## src/rtl/rv32i_types.sv

```systemverilog
// Shared RV32I core types: arbiter states, grant side and the cache-line word.
package rv32i_types;

    typedef enum logic [1:0] {IDLE, SERVE_I, SERVE_D} arb_state_t;
    typedef enum bit {GNT_I, GNT_D} arb_grant_t;
    typedef logic [255:0] rv32i_line;

endpackage

```

## src/rtl/cache_arbiter_if.sv

```systemverilog
// Cache-side and memory-side signals of the cache arbiter grouped as one bundle.
interface cache_arbiter_if #(
    parameter int ADDR_W = 32,
    parameter int LINE_W = 256,
    parameter int CNT_W  = 32
);
    logic              i_read;
    logic [ADDR_W-1:0] i_addr;
    logic [LINE_W-1:0] i_rdata;
    logic              i_resp;
    logic              d_read;
    logic              d_write;
    logic [ADDR_W-1:0] d_addr;
    logic [LINE_W-1:0] d_wdata;
    logic [LINE_W-1:0] d_rdata;
    logic              d_resp;
    logic              pmem_read;
    logic              pmem_write;
    logic [ADDR_W-1:0] pmem_addr;
    logic [LINE_W-1:0] pmem_wdata;
    logic [LINE_W-1:0] pmem_rdata;
    logic              pmem_resp;
    logic [CNT_W-1:0]  conflict_cnt;

    // Arbiter view
    modport slave (
        input  i_read, i_addr, d_read, d_write, d_addr, d_wdata, pmem_rdata, pmem_resp,
        output i_rdata, i_resp, d_rdata, d_resp, pmem_read, pmem_write, pmem_addr,
               pmem_wdata, conflict_cnt
    );

    // Environment view: caches plus physical memory
    modport master (
        output i_read, i_addr, d_read, d_write, d_addr, d_wdata, pmem_rdata, pmem_resp,
        input  i_rdata, i_resp, d_rdata, d_resp, pmem_read, pmem_write, pmem_addr,
               pmem_wdata, conflict_cnt
    );
endinterface

```

## src/rtl/cache_arbiter_sat_counter.sv

```systemverilog
// Saturating event counter; shared by the conflict counter and other perf counters.
module sat_counter #(
    parameter int CNT_W = 32
) (
    input  logic             clk,
    input  logic             rst,
    input  logic             inc,
    output logic [CNT_W-1:0] count
);
    logic [CNT_W-1:0] count_q, count_d;

    always_comb begin
        count_d = count_q;
        if (inc && (count_q != {CNT_W{1'b1}}))
            count_d = count_q + {{(CNT_W-1){1'b0}}, 1'b1};
    end

    always_ff @(posedge clk) begin
        if (rst) count_q <= '0;
        else     count_q <= count_d;
    end

    assign count = count_q;
endmodule

```

## src/rtl/cache_arbiter.sv

```systemverilog
// Shares the physical-memory port between I-cache and D-cache, one line transaction
// at a time, alternating the grant on simultaneous requests.
module cache_arbiter
    import rv32i_types::*;
#(
    parameter int ADDR_W = 32,
    parameter int LINE_W = 256,
    parameter int CNT_W  = 32
) (
    input logic             clk,
    input logic             rst,
    cache_arbiter_if.slave  bus
);
    arb_state_t       state_q, state_d;
    arb_grant_t       last_grant_q, last_grant_d;
    logic             conflict_inc;
    logic [CNT_W-1:0] cnt;
    logic             i_req, d_req;

    assign i_req = bus.i_read;
    assign d_req = bus.d_read | bus.d_write;

    always_comb begin
        state_d         = state_q;
        last_grant_d    = last_grant_q;
        conflict_inc    = 1'b0;
        bus.pmem_read   = 1'b0;
        bus.pmem_write  = 1'b0;
        bus.pmem_addr   = bus.d_addr;
        bus.pmem_wdata  = bus.d_wdata;
        bus.i_resp      = 1'b0;
        bus.d_resp      = 1'b0;
        // Non-granted side still sees live memory data so rdata is never X
        bus.i_rdata     = bus.pmem_rdata;
        bus.d_rdata     = bus.pmem_rdata;
        unique case (state_q)
            IDLE: begin
                if (i_req && d_req) begin
                    conflict_inc = 1'b1;
                    if (last_grant_q == GNT_I) begin
                        state_d      = SERVE_D;
                        last_grant_d = GNT_D;
                    end else begin
                        state_d      = SERVE_I;
                        last_grant_d = GNT_I;
                    end
                end else if (i_req) begin
                    state_d      = SERVE_I;
                    last_grant_d = GNT_I;
                end else if (d_req) begin
                    state_d      = SERVE_D;
                    last_grant_d = GNT_D;
                end
            end
            SERVE_I: begin
                bus.pmem_addr  = bus.i_addr;
                bus.pmem_wdata = '0;
                bus.pmem_read  = bus.i_read;
                if (bus.pmem_resp) begin
                    bus.i_resp = 1'b1;
                    state_d    = IDLE;
                end
            end
            SERVE_D: begin
                bus.pmem_read  = bus.d_read;
                bus.pmem_write = bus.d_write;
                if (bus.pmem_resp) begin
                    bus.d_resp = 1'b1;
                    state_d    = IDLE;
                end
            end
            default: state_d = IDLE;
        endcase
    end

    always_ff @(posedge clk) begin
        if (rst) begin
            state_q      <= IDLE;
            last_grant_q <= GNT_I;
        end else begin
            state_q      <= state_d;
            last_grant_q <= last_grant_d;
        end
    end

    sat_counter #(.CNT_W(CNT_W)) u_conflict_cnt (
        .clk   (clk),
        .rst   (rst),
        .inc   (conflict_inc),
        .count (cnt)
    );

    assign bus.conflict_cnt = cnt;
endmodule

```

## src/flat_wrapper.sv

```systemverilog
// flat-port wrapper written by rule: the top's interface ports become plain ports
module cache_arbiter_flat import rv32i_types::*;
#(
    parameter int ADDR_W = 32,
    parameter int LINE_W = 256,
    parameter int CNT_W  = 32
)
  (clk, rst, bus_i_read, bus_i_addr, bus_d_read, bus_d_write, bus_d_addr, bus_d_wdata, bus_pmem_rdata, bus_pmem_resp, bus_i_rdata, bus_i_resp, bus_d_rdata, bus_d_resp, bus_pmem_read, bus_pmem_write, bus_pmem_addr, bus_pmem_wdata, bus_conflict_cnt);
  cache_arbiter_if #(.ADDR_W(ADDR_W), .LINE_W(LINE_W), .CNT_W(CNT_W)) bus_i ();
  input logic clk;
  input logic rst;
  input wire logic [$bits(bus_i.i_read)-1:0] bus_i_read;
  input wire logic [$bits(bus_i.i_addr)-1:0] bus_i_addr;
  input wire logic [$bits(bus_i.d_read)-1:0] bus_d_read;
  input wire logic [$bits(bus_i.d_write)-1:0] bus_d_write;
  input wire logic [$bits(bus_i.d_addr)-1:0] bus_d_addr;
  input wire logic [$bits(bus_i.d_wdata)-1:0] bus_d_wdata;
  input wire logic [$bits(bus_i.pmem_rdata)-1:0] bus_pmem_rdata;
  input wire logic [$bits(bus_i.pmem_resp)-1:0] bus_pmem_resp;
  output wire logic [$bits(bus_i.i_rdata)-1:0] bus_i_rdata;
  output wire logic [$bits(bus_i.i_resp)-1:0] bus_i_resp;
  output wire logic [$bits(bus_i.d_rdata)-1:0] bus_d_rdata;
  output wire logic [$bits(bus_i.d_resp)-1:0] bus_d_resp;
  output wire logic [$bits(bus_i.pmem_read)-1:0] bus_pmem_read;
  output wire logic [$bits(bus_i.pmem_write)-1:0] bus_pmem_write;
  output wire logic [$bits(bus_i.pmem_addr)-1:0] bus_pmem_addr;
  output wire logic [$bits(bus_i.pmem_wdata)-1:0] bus_pmem_wdata;
  output wire logic [$bits(bus_i.conflict_cnt)-1:0] bus_conflict_cnt;
  assign bus_i.i_read = bus_i_read;
  assign bus_i.i_addr = bus_i_addr;
  assign bus_i.d_read = bus_d_read;
  assign bus_i.d_write = bus_d_write;
  assign bus_i.d_addr = bus_d_addr;
  assign bus_i.d_wdata = bus_d_wdata;
  assign bus_i.pmem_rdata = bus_pmem_rdata;
  assign bus_i.pmem_resp = bus_pmem_resp;
  assign bus_i_rdata = bus_i.i_rdata;
  assign bus_i_resp = bus_i.i_resp;
  assign bus_d_rdata = bus_i.d_rdata;
  assign bus_d_resp = bus_i.d_resp;
  assign bus_pmem_read = bus_i.pmem_read;
  assign bus_pmem_write = bus_i.pmem_write;
  assign bus_pmem_addr = bus_i.pmem_addr;
  assign bus_pmem_wdata = bus_i.pmem_wdata;
  assign bus_conflict_cnt = bus_i.conflict_cnt;
  cache_arbiter #(.ADDR_W(ADDR_W), .LINE_W(LINE_W), .CNT_W(CNT_W)) u_core (.clk(clk), .rst(rst), .bus(bus_i));
endmodule
```

## config.mk

```make
export PLATFORM = sky130hd
export DESIGN_NAME = cache_arbiter_flat
export DESIGN_NICKNAME = d
export VERILOG_FILES = /design/src/rtl/rv32i_types.sv /design/src/rtl/cache_arbiter_if.sv /design/src/rtl/cache_arbiter_sat_counter.sv /design/src/rtl/cache_arbiter.sv /design/src/flat_wrapper.sv
export SDC_FILE = /design/constraint.sdc
export NUM_CORES = 1
export LEC_CHECK = 0
export ABC_AREA = 1
export BUFFER_PORTS_ARGS = -buffer_cell sky130_fd_sc_hd__buf_2
export CAP_MARGIN = 20
export CELL_PAD_IN_SITES_DETAIL_PLACEMENT = 1
export CELL_PAD_IN_SITES_GLOBAL_PLACEMENT = 1
export CORE_AREA = 4 4 547 549
export DETAILED_ROUTE_END_ITERATION = 10
export DIE_AREA = 0 0 551 553
export MAX_ROUTING_LAYER = met4
export PLACE_DENSITY = 0.33
export SLEW_MARGIN = 20
export SYNTH_ARGS = -nofsm -noshare
export SYNTH_HDL_FRONTEND = slang
export SYNTH_HIERARCHICAL = 1
export SYNTH_SLANG_ARGS = --single-unit
```

## constraint.sdc

```tcl
create_clock -name clk -period 1.9 [get_ports clk]
set_input_delay 0.57 -clock clk [delete_from_list [all_inputs] [get_ports clk]]
set_output_delay 0.57 -clock clk [all_outputs]
set_load 0.01 [all_outputs]
```

==> impl_results.md, run 1 <==
- Fin worst setup slack: -0.5187 ns
- Seq/Total Area, Yosys: slightly below 8%
- Die H: 553 µm
- Largest net degree at the start of global routing: 36
- Via Count: 10717
- Setup crit start kind: register
- Clk sinks: 35
- Worst-path clk slew: approximately 0.080 ns
- Type of the worst setup path: register to output pin
- Synth unique cells: 32
- Max-slew violations: 0
- Nets: 2349
- Mapped Area: 8926 µm²
- Placed cells: 5629
- Initial Utilization: 3.038%
- Worst-Margin Slew: 0.5943 ns
- Drt drc: 0
- Status: finished, violations left
- Leakage: 0.007833 µW
- Crit-path max FO: 11
- Switching share of power: 47.90%
- Via density: 1.873
- Synth Net Count: 2038
- CP arrival: 1.85 ns
- Dominant cells by area after synthesis: buf_4, nor2_1, inv_1
- Yosys warns: 6
- Final Non-Filler Cells: around 5700
- Flop pwr share: 11.4%
- CTS buffer count: 5
- Cell Int Power: 3471 µW
- Clock Latency Late Sink: 0.32 ns
- Achievable frequency: 413.4 MHz
- Post-CTS Hold Buffers: 0
- Total GRT Usage: 13.37%
- Switching power: 3192 µW
- Seq cells post-synth: 35
- Rel. slew slack: 60.34%
- Final Hold Viols: 0
- Routed Antenna Nets: 0
- Synthesis-to-layout area growth: 99.27%
- Site Rows: 199
- RSZ-0062 raised after global routing: yes
- Min cycle time layout: ~2.4 ns
- Endpoints failing setup: ~310
- Clock Tree Buf Depth: 2
- Avg WL per Cell: 36.61 µm
- CTS root buffer: clkbuf_16
- Yosys top cell by area: buf_4
- Worst setup EP type: output pin
- Hpwl dp: 199.6 mm
- Peak supply drop: 0.4045 mV
- Fin crit share: 127.3%
- H-tree level count: 2
- TritonRoute pass-1 iters: 4
- DRT Wirelength: 209.5 mm
- Clock power frac: between 10% and 20%
- Critical Path RT: ~1.3 ns
- Power per Cell Area: 374.6 nW/µm²
- Hold WS: 0.5142 ns
- Mapped Cells: 1451
- PortBufs: 649
- Max Clock Skew: 0.01727 ns
- Die X: 551 µm
- Core region area: roughly 290000 µm²
- Combinational fraction of design power: between 70% and 80%
- Boundary Pins: 1418
- First-pass GRT wire length: about 230 mm
- Iter 0 DRT Violations: 363
- Total die area: 304700 µm²
- Share of the synthesized area in the top cell type: 43.15%
- Share of layout cells above drive strength 1: 62.71%
- Failing checks: setup timing
- Antenna violations before repair: 110
- Synth Area per Inst: 6.152 µm²
- GP Congestion: 0.9107
- CTS tree: yes
- Worst R2R Setup Slack: -0.16 ns
- Grt total ovfl: 0
- HP Class: register to register
- Vias in the first global route: 10945
- Max-cap violations: 0
==> through the flow <==
stage	setup WS, ns	util (%)	total power [µW]	area, µm²	TNS, ns
2_1_floorplan	0.06284	-	3000	8931	0
5_1_grt	-0.5712	6.052	7061	17780	-138.12
3_3_place_gp	-0.7619	4.981	4639	14640	-125.27
3_5_place_dp	-0.7196	4.981	4621	14640	-119.21
6_report	-0.5187	6.054	6663	17790	-113.16
4_1_cts	-0.5818	5.350	6167	15720	-143.71
==> cell usage in the layout (no fill, tap or decap), drive strengths merged <==
| master | instances |
|---|---|
| a31oi | 5 |
| buf | 843 |
| nand3 | 33 |
| o21ai | 1 |
| dfxtp | 35 |
| nor2 | 338 |
| diode | 40 |
| a21oi | 22 |
| a21boi | 1 |
| clkbuf | 17 |
| clkinvlp | 1 |
| bufinv | 1 |
| nand4 | 15 |
| mux2 | 32 |
| nand3b | 1 |
| bufbuf | 1 |
| and2 | 1 |
| nand2 | 107 |
| inv | 297 |
| ha | 5 |
| nor3 | 6 |
==> power by group through the flow <==
stage	combinational [µW]	clock [µW]	sequential, µW
finish	4840	1070	758
global route	5160	1140	760
CTS	4270	1140	759
detailed placement	3850	0	774
global placement	3870	0	774
floorplan	2220	0	776
==> critical path: stages, from the launching register on <==
cell	delay, ns
dfxtp_2	0.35
inv_2	0.05
ha_4	0.18
buf_12	0.15
buf_12	0.15
buf_12	0.15
buf_12	0.16
nor2_2	0.13
buf_4	0.14
==> worst paths after layout <==
path / start / depth (start not counted) / to
min reg2reg: u_core/last_grant_q / 2 / u_core/last_grant_q
min: u_core/last_grant_q / 2 / u_core/last_grant_q
max reg2reg: u_core/state_q[0] / 14 / u_core/u_conflict_cnt/count[27]
max: u_core/state_q[1] / 8 / bus_pmem_wdata[126]
==> logic make-up after synthesis <==
kind of cell | synth area share, %
AOI/OAI and AO/OA | 1.766
muxes | 5.257
adders and majority gates | 0.7009
DFF | 7.850
buffers and inverters | 60.63
and+or+nand+nor | 23.80
==> per-layer routing <==
layer,wire length (µm),GRT usage [%]
met2,87370,19.60
met1,57270,10.48
met3,59800,16.89
met4,5006,2.102
met5,0,-
==> cell type report <==
cell class | count | area, µm²
Antenna cell | 40 | 100.1
Clock buffer | 5 | 125.1
Clock inverter | 2 | 37.54
Fill cell | 35340 | 276000
Inverter | 297 | 1127
Multi-Input combinational cell | 567 | 3913
Sequential cell | 35 | 705.7
Tap cell | 3919 | 4903
Timing Repair Buffer | 856 | 6875
==> timing repair <==
action                                 4_1_cts  5_1_grt
resized for setup                          203      456
pin swaps                                    8       74
setup endpoints to repair                  323      324
endpoints found under the hold margin        0        0
gates cloned                                 5       10
setup buffers                                9       26
==> registers in the layout, summed over array words and instances (netlist names) <==
register	cells
u_core/state_q	2
u_core/u_conflict_cnt/count	32
u_core/last_grant_q	1
==> Yosys cell counts, drive strengths merged <==
| cell | count |
|---|---|
| nor3 | 6 |
| and2 | 1 |
| ha | 5 |
| nand2 | 107 |
| nand3b | 1 |
| clkinv | 1 |
| a21oi | 22 |
| buf | 552 |
| mux2 | 32 |
| nor2 | 338 |
| a31oi | 5 |
| nand3 | 33 |
| o21ai | 1 |
| nand4 | 15 |
| dfxtp | 35 |
| a21boi | 1 |
| inv | 296 |
No activity file was read; power rests on OpenSTA's default activity.
==> run 2, diff against run 1 <==
--- a/config.mk
+++ b/config.mk
@@ -13,6 +13,7 @@
 export CORE_AREA = 4 4 547 549
 export DETAILED_ROUTE_END_ITERATION = 10
 export DIE_AREA = 0 0 551 553
+export GPL_TIMING_DRIVEN = 0
 export MAX_ROUTING_LAYER = met4
 export PLACE_DENSITY = 0.33
 export SLEW_MARGIN = 20
==> impl_results.md, run 2 (synthesis results as in run 1) <==
- Peak supply drop: 0.2625 mV
- CTS buffer count: 5
- Avg WL per Cell: 32.86 µm
- Leakage: 0.01136 µW
- Die H: around 550 µm
- Worst setup EP type: output pin
- Type of the worst setup path: register to output pin
- Critical Path RT: 1.33 ns
- Iter 0 DRT Violations: ~590
- CTS tree: yes
- Power per Cell Area: 394.4 nW/µm²
- Via density: 2.125
- Pre-CTS setup slack: -1.554 ns
- Antenna violations before repair: 120
- RSZ-0062 raised after global routing: yes
- Drt drc: 0
- Final Hold Viols: 0
- Nets: 3232
- Share of layout cells above drive strength 1: approximately three quarters
- Fin worst setup slack: -0.6051 ns
- GP Congestion: ~0.96
- Total die area: slightly above 300000 µm²
- Setup TNS: -136.86 ns
- Initial Utilization: slightly above 3%
- Commonest non-fill, non-tap cell in the layout: buf_2
- Fill count: around 36000
- DRT Wirelength: 217.4 mm
- Setup crit start kind: register
- Hpwl dp: 209.0 mm
- Slowest CP cell: dfxtp_2
- Via Count: 14059
- Largest net degree at the start of global routing: 13
- Worst-path clk slew: 0.08 ns
- Area of the multi-input gates: 3899 µm²
- Total GRT Usage: between 10% and 20%
- Crit-path cells: inv_2 > ha_4 > buf_16 > buf_12 > buf_8 > buf_16 > nor2_4 > buf_6
- Boundary Pins: approximately 1400
- Max-cap violations: 0
- Worst R2R Setup Slack: -0.27 ns
- HP Class: register to register
- Die X: 551 µm
- FF+latch area: just over 700 µm²
- Delay of the slowest critical-path stage: 0.34 ns
- Failing checks: setup timing
- Status: finished, violations left
- Min cycle time layout: 2.505 ns
- Worst-Margin Slew: between 0.5 and 0.6 ns
- Grt total ovfl: 0
- Max Clock Skew: approximately 0.018 ns
- Clock Latency Late Sink: 0.33 ns
- Clk sinks: 35
- Largest register FFs: 32
- Max-slew violations: 0
- Vias in the first global route: 14990
- Routed Antenna Nets: 0
- Most used cell, CP: buf_16
- H-tree level count: 2
- PortBufs: 1161
- Fin crit share: 131.8%
- CP arrival: 1.94 ns
- Most frequent cells in the layout: buf_2, buf_4, inv_1
- Crit-path max FO: 8
- Achievable frequency: 399.2 MHz
- Site Rows: 199
- TritonRoute pass-1 iters: 5
- Clock Tree Buf Depth: 2
- First-pass GRT wire length: 250.4 mm
- Core region area: 293800 µm²
- Hold WS: 0.5077 ns
- Synthesis-to-layout area growth: 152.1%
- Rel. slew slack: 63.44%
- CTS root buffer: clkbuf_16
- Endpoints failing setup: 310
run 2: cell types whose count changed in the layout (fill, tap and decap cells not counted), sizes merged:
cell      before   now
inv          297   296
clkbuf        17    18
clkinvlp       1     0
bufbuf         1     0
clkinv         0     3
diode         40    50
buf          843  1726
run 2: cell type report:
cell class | count | share of cell area, %
plain buffers | 551 | 19.63
clock buffers | 5 | 0.5559
diodes | 50 | 0.5559
multi-input cells | 567 | 17.32
well taps | 3919 | 21.79
flip-flops and latches | 35 | 3.191
inverters | 297 | 4.987
clock inverters | 3 | 0.1946
repair buffers | 1188 | 31.78
run 2: metrics by stage:
stage	power [µW]	area (µm²)	utilization (%)	instances
2_1_floorplan	3000	8931	-	1451
3_3_place_gp	6997	19650	6.686	6531
3_5_place_dp	6988	19660	6.690	6531
4_1_cts	9166	22070	7.512	6561
5_1_grt	9412	22480	7.653	6606
6_report	8877	22510	7.660	6615
run 2: per-layer routing:
metal	global-route usage (%)	part of all wire, %	vias up	routed length [µm]
met5	-	0	-	0
met3	3.987	8.1	148	17700
met2	21.34	43	1123	93980
met4	1.481	1.6	0	3402
met1	18.83	47	6649	102300
li1	-	-	6139	-
run 2: repair_timing:
action,in CTS,in global routing
resized for setup,532,99
setup endpoints to repair,324,324
hold buffers,0,0
gates cloned,6,0
pin swaps,88,22
buffers inserted,16,6
run 2: critical path, delay by kind of cell, from the launching register on:
| family | cells | cell delay [ns] |
|---|---|---|
| fa+ha+maj | 1 | 0.16 |
| buf+inv | 6 | 0.83 |
| simple gates | 1 | 0.25 |
| flops | 1 | 0.34 |
run 2: power breakdown:
group / internal [µW] / switching, µW
Sequential: 749 / 16.5
Clock: 624 / 501
Combinational: 2760 / 4220
run 2: final timing paths:
path,startpoint,end,depth (start not counted)
max,u_core/state_q[1],bus_pmem_wdata[231],8
min reg2reg,u_core/u_conflict_cnt/count[1],u_core/u_conflict_cnt/count[1],2
max reg2reg,u_core/state_q[1],u_core/u_conflict_cnt/count[25],16
min,u_core/u_conflict_cnt/count[1],u_core/u_conflict_cnt/count[1],2
